==> config.mk <==
export PLATFORM = sky130hd
export DESIGN_NAME = alu_serial_sequencer
export DESIGN_NICKNAME = d
export VERILOG_FILES = /design/src/rtl/alu_serial_sequencer.sv
export SDC_FILE = /design/constraint.sdc
export NUM_CORES = 1
export LEC_CHECK = 0
export CORE_MARGIN = 2
export CORE_UTILIZATION = 34
export CTS_CLUSTER_SIZE = 20
export DETAILED_ROUTE_END_ITERATION = 16
export GPL_TIMING_DRIVEN = 0
export SLEW_MARGIN = 20
export SYNTH_ARGS = -nofsm -noshare
export SYNTH_HDL_FRONTEND = slang
export SYNTH_SLANG_ARGS = --single-unit
==> constraint.sdc <==
create_clock -name clk -period 7.5 [get_ports clk]
set_clock_uncertainty 0.15 [all_clocks]
set_input_delay 0.75 -clock clk [delete_from_list [all_inputs] [get_ports clk]]
set_output_delay 0.75 -clock clk [all_outputs]
set_load 0.05 [all_outputs]
==> src/rtl/alu_serial_sequencer.sv <==
// Bit-serial controller that walks one external 1-bit ALU slice across a WIDTH-bit word.
// One slice cycle per bit, plus one extra cycle for SLT to resolve the sign through the slice.
module alu_serial_sequencer #(
  parameter int WIDTH = 32,
  parameter int IDXW  = 5
) (
  input  logic             clk,
  input  logic             rst,
  input  logic             start,
  input  logic [2:0]       op,
  input  logic [WIDTH-1:0] a,
  input  logic [WIDTH-1:0] b,
  output logic             busy,
  output logic             done,
  output logic [WIDTH-1:0] result,
  output logic             zero,
  output logic             overflow,
  output logic             illegal,
  output logic             alu_a,
  output logic             alu_b,
  output logic             alu_cin,
  output logic             alu_less,
  output logic [2:0]       alu_ctl,
  input  logic             alu_dout,
  input  logic             alu_cout
);

  localparam logic [IDXW-1:0] LAST_IDX = IDXW'(WIDTH - 1);
  localparam logic [2:0] OP_AND = 3'b000;
  localparam logic [2:0] OP_OR  = 3'b001;
  localparam logic [2:0] OP_ADD = 3'b010;
  localparam logic [2:0] OP_SUB = 3'b110;
  localparam logic [2:0] OP_SLT = 3'b111;

  typedef enum logic [1:0] {S_IDLE, S_RUN, S_SLT, S_DONE} state_t;

  state_t           state_q, state_d;
  logic [WIDTH-1:0] a_q, a_d, b_q, b_d, result_q, result_d;
  logic [2:0]       op_q, op_d, alu_ctl_q, alu_ctl_d;
  logic [IDXW-1:0]  idx_q, idx_d, idx_inc;
  logic             carry_q, carry_d;
  logic             done_q, done_d, zero_q, zero_d, overflow_q, overflow_d;
  logic             illegal_q, illegal_d;
  logic             alu_a_q, alu_a_d, alu_b_q, alu_b_d, alu_cin_q, alu_cin_d;
  logic             alu_less_q, alu_less_d;
  logic             op_legal, ovf_bit, is_arith;

  assign op_legal = (op == OP_AND) || (op == OP_OR) || (op == OP_ADD) ||
                    (op == OP_SUB) || (op == OP_SLT);
  assign idx_inc  = idx_q + 1'b1;
  assign ovf_bit  = alu_cin_q ^ alu_cout;
  assign is_arith = (op_q == OP_ADD) || (op_q == OP_SUB);

  // Slice inputs are registered: each cycle's values are computed from the next state.
  always_comb begin
    state_d    = state_q;
    a_d        = a_q;
    b_d        = b_q;
    op_d       = op_q;
    idx_d      = idx_q;
    carry_d    = carry_q;
    result_d   = result_q;
    zero_d     = zero_q;
    overflow_d = overflow_q;
    illegal_d  = illegal_q;
    done_d     = 1'b0;
    alu_a_d    = 1'b0;
    alu_b_d    = 1'b0;
    alu_cin_d  = 1'b0;
    alu_less_d = 1'b0;
    alu_ctl_d  = 3'b000;
    case (state_q)
      S_IDLE: begin
        if (start) begin
          zero_d     = 1'b0;
          overflow_d = 1'b0;
          illegal_d  = 1'b0;
          if (op_legal) begin
            state_d   = S_RUN;
            a_d       = a;
            b_d       = b;
            op_d      = op;
            idx_d     = '0;
            carry_d   = op[2];
            alu_a_d   = a[0];
            alu_b_d   = b[0];
            alu_cin_d = op[2];
            alu_ctl_d = (op == OP_SLT) ? OP_SUB : op;
          end else begin
            state_d   = S_DONE;
            result_d  = '0;
            illegal_d = 1'b1;
            done_d    = 1'b1;
          end
        end
      end
      S_RUN: begin
        result_d[idx_q] = alu_dout;
        carry_d         = alu_cout;
        if (idx_q == LAST_IDX) begin
          if (op_q == OP_SLT) begin
            state_d    = S_SLT;
            alu_ctl_d  = OP_SLT;
            // True sign of a-b is the sum MSB corrected by signed overflow.
            alu_less_d = alu_dout ^ ovf_bit;
          end else begin
            state_d    = S_DONE;
            done_d     = 1'b1;
            overflow_d = is_arith & ovf_bit;
            zero_d     = (result_d == '0);
          end
        end else begin
          idx_d     = idx_inc;
          alu_a_d   = a_q[idx_inc];
          alu_b_d   = b_q[idx_inc];
          alu_cin_d = alu_cout;
          alu_ctl_d = alu_ctl_q;
        end
      end
      S_SLT: begin
        state_d    = S_DONE;
        result_d   = {{(WIDTH-1){1'b0}}, alu_dout};
        zero_d     = ~alu_dout;
        overflow_d = 1'b0;
        done_d     = 1'b1;
      end
      default: begin
        state_d = S_IDLE;
      end
    endcase
  end

  always_ff @(posedge clk or posedge rst) begin
    if (rst) begin
      state_q    <= S_IDLE;
      a_q        <= '0;
      b_q        <= '0;
      op_q       <= '0;
      idx_q      <= '0;
      carry_q    <= 1'b0;
      result_q   <= '0;
      zero_q     <= 1'b0;
      overflow_q <= 1'b0;
      illegal_q  <= 1'b0;
      done_q     <= 1'b0;
      alu_a_q    <= 1'b0;
      alu_b_q    <= 1'b0;
      alu_cin_q  <= 1'b0;
      alu_less_q <= 1'b0;
      alu_ctl_q  <= 3'b000;
    end else begin
      state_q    <= state_d;
      a_q        <= a_d;
      b_q        <= b_d;
      op_q       <= op_d;
      idx_q      <= idx_d;
      carry_q    <= carry_d;
      result_q   <= result_d;
      zero_q     <= zero_d;
      overflow_q <= overflow_d;
      illegal_q  <= illegal_d;
      done_q     <= done_d;
      alu_a_q    <= alu_a_d;
      alu_b_q    <= alu_b_d;
      alu_cin_q  <= alu_cin_d;
      alu_less_q <= alu_less_d;
      alu_ctl_q  <= alu_ctl_d;
    end
  end

  assign busy     = (state_q != S_IDLE);
  assign done     = done_q;
  assign result   = result_q;
  assign zero     = zero_q;
  assign overflow = overflow_q;
  assign illegal  = illegal_q;
  assign alu_a    = alu_a_q;
  assign alu_b    = alu_b_q;
  assign alu_cin  = alu_cin_q;
  assign alu_less = alu_less_q;
  assign alu_ctl  = alu_ctl_q;

  logic unused_carry;
  assign unused_carry = carry_q;

endmodule

==> metrics.md <==
| Metric | Value |
|---|---|
| Die H | 138 um |
| PD cells | 393 nW/um^2 |
| Seq/Total Area, Yosys | 47.8% |
| Status | finished clean |
| Num ports | 116 |
| Period utilization | 46.1% |
| Syn nets | 776 |
| Relative slew margins | 48.0% |
| Clk sinks | 117 |
| CP arrival | 3610 ps |
| Net Sw Frac | 39.6% |
| M3 GR Usage | 4.64% |
| Avg Cell Area, Syn | 8.82 sq um |
| Worst Tran Pin Value | 780 ps |
| Worst Hold Class | reg -> reg |
| CP Cell Sequence | buf_4 > buf_2 > inv_1 > ha_1 > buf_2 > buf_2 > mux4_2 > mux2i_1 > nand3b_1 > o2111ai_1 > nand2_1 |
| Share of cells above drive strength 1 | 9.03% |
| Final max-slew violation count | 0 |
| Slowest Stage Delay on Critical Path | 560 ps |
| Critical Setup Path Class | reg -> reg |
| Primary FF master, synth | dfrtp_1 |
| Pre-CTS WS | 3990 ps |
| Dominant cell type by area after synthesis | dfrtp_1 |
| WHS | 318 ps |
| Grt met2 use | 31.9% |
| Leakage power | 3.76 nW |
| Largest cells by area after synthesis | dfrtp_1, nand2_1, mux4_2 |
| Rows | 49 |
| Ant. Diodes | 0 |
| Area delta synth->final | 34.2% |
| # DRC | 0 |
| Layout Nets | 910 |
| CTS tree | done |
| Final hold violations | 0 |
| Post-synthesis cell count | 695 |
| DRT iter0 DRCs | 453 |
| Unrepaired setup endpoints after global routing | false |
| Drt total wl | 18.5 mm |
| Total track usage | 19.9% |
| Reg power frac | 29.8% |
| Core area | 17800 sq um |
| CP max stage cell | mux4_2 |
| Setup ws final | 4040 ps |
| Total vias in the final route | 5614 |
| Max Cap Viol | 0 |
| GR Layer Usage met1 | 26.9% |
| CP Data Required Time | 7650 ps |
| Fin Setup TNS | 0 ps |
| Total grt overflow | 0 |
| Gate power share | 43.1% |
| GRT busiest layer | met2 |
| Die ar. | 19100 sq um |
| DPL Wire Length | 13.1 mm |
| Top cell type's share of synthesized area | 47.8% |
| Clock buffer depth | 2 |
| Number of setup buffers added after CTS | 0 |
| Antenna-violating nets left | 0 |
| Drt wl/cell | 17.2 um |
| FF+latch count, synth | 117 |
| Number of buffer cells added on primary ports | 114 |
| Fraction of registers with async set/reset | 100% |
| CP Max Fanout | 10 |
| Setup violations, final | 0 |
| CP Buf/Inv Count | 5 |
| Initial antenna violation count | 0 |
| First-pass GRT wire length | 30.2 mm |
| Synthesized area | 6130 sq um |
| Cell Int Power | 1.95 mW |
| Largest net degree at the start of global routing | 79 |
| Number of synthesized flops with an enable pin | 0 |
| Critical path launch point type | flop |
| Share of total power in the clock network | 27.1% |
| Cell mode on critical path | buf_2 |
| Crit. End Element | flop |
| Largest delay share family, worst path | buffers and inverters |
| Skew-Pair Late Insertion Delay | 420 ps |
| Synth cell types | 54 |
| Clock Tree Root | clkbuf_16 |
| Num CTS Buffers | 17 |
| Peak supply drop | 0.184 mV |
| H-tree Lvls | 4 |
| Via count of the first global-routing pass | 5620 |
| Via-per-instance ratio | 5.24 |
| Die W | 138 um |
| Cts hold-fix bufs | 0 |
| Final Util | 46.1% |
| Drt first pass iters | 5 |
| Initial core utilization | 34.3% |
| Max Clock Freq | 289 MHz |
| Switch Pwr | 1.28 mW |
| Fin crit period | 3460 ps |
| Clock-pin slew on the worst setup and hold paths | 60 ps |
| Post-CTS sizing | 0 |
| Ys Warns | 0 |
| GPL Wtd Cong | 0.899 |
## stage by stage
step                power, mW  area, sq um  instances
finish                   3.23         8220       1071
CTS                      3.24         8220       1071
detailed placement       2.35         7590       1039
global placement         2.33         7550       1038
floorplan                1.93         6130        695
global route             3.44         8220       1071
## cell usage in the layout (no fill, tap or decap), drive strengths merged, types with 7 or more instances in the layout
| cell | instances |
|---|---|
| o21ai | 71 |
| nor3 | 7 |
| ha | 9 |
| nor2 | 22 |
| nand3 | 14 |
| a22o | 7 |
| a21oi | 50 |
| o31ai | 7 |
| clkdlybuf4s50 | 114 |
| mux4 | 16 |
| nand2 | 237 |
| nor2b | 9 |
| dfrtp | 117 |
| inv | 14 |
| buf | 21 |
| clkbuf | 45 |
| mux2i | 10 |
## synthesized netlist by cell type (all sizes together) (2+ instances only)
cell type / instances
a211oi: 5
a21boi: 2
a21o: 2
a21oi: 50
a22o: 7
a22oi: 4
a31oi: 4
a41oi: 2
and2: 5
buf: 20
clkbuf: 23
dfrtp: 117
ha: 9
inv: 12
mux2: 3
mux2i: 10
mux4: 16
nand2: 237
nand2b: 5
nand3: 14
nand3b: 3
nor2: 22
nor2b: 9
nor3: 7
nor4: 2
o2111ai: 4
o21ai: 71
o22ai: 6
o31ai: 7
xnor2: 2
## registers in the layout, indices dropped and copies added, names as in the netlist
signal    flops
a_q          32
b_q          32
result       32
idx_q         5
alu_ctl       3
op_q          3
state_q       2
alu_a         1
alu_b         1
alu_cin       1
alu_less      1
done          1
illegal       1
overflow      1
zero          1
## final timing paths
kind | from | end | slack (ps) | depth (start not counted)
setup / recovery | idx_q[0] | alu_a | 4040 | 11
setup reg to reg | idx_q[0] | alu_a | 4040 | 11
min in group asynchronous | rst | a_q[26] | 550 | 2
hold reg to reg | b_q[7] | b_q[7] | 320 | 2
hold / removal | b_q[7] | b_q[7] | 320 | 2
max in group asynchronous | rst | idx_q[2] | 5920 | 3
## routing by layer
layer / up-vias / part of all wire, %
li1: 2670 / -
met1: 2700 / 45
met2: 212 / 48
met3: 32 / 5.7
met4: 0 / 1.9
met5: - / 0
## power by group through the flow
stage	Sequential (mW)	Clock (mW)	Combinational (mW)
floorplan	1.01	0	0.916
global placement	0.965	0	1.37
detailed placement	0.969	0	1.38
CTS	0.962	0.886	1.39
global route	0.990	0.913	1.53
finish	0.962	0.875	1.39
## worst reg2reg max path: cells and delay by family, from the launching register on
family                   cells  cell delay (ps)
AO/OA/AOI/OAI                1              160
adder cells (fa/ha/maj)      1              300
buffers and inverters        5             1400
flip-flops                   1              380
multiplexers                 2              750
AND/OR/NAND/NOR              2              220
## layout make-up
type,instances,area [sq um]
fill,1745,9620
multi-input combinational,523,2960
sequential,117,2930
timing repair buffer,115,1170
clock buffer,22,494
tap,229,287
buffer,43,198
clock inverter,10,143
inverter,12,50.0
## cells by family (layout without fill, tap and decap cells)
kind of cell | Yosys count | in the layout | synth area share, %
buffers and inverters | 55 | 202 | 3.96
and+or+nand+nor | 309 | 309 | 21.0
AOI/OAI and AO/OA | 173 | 173 | 16.7
xor gates and xnor gates | 3 | 3 | 0.674
DFF | 117 | 117 | 47.8
muxes | 29 | 29 | 8.07
adders and majority gates | 9 | 9 | 1.84
Note: power is estimated with default switching activity, not from simulation.
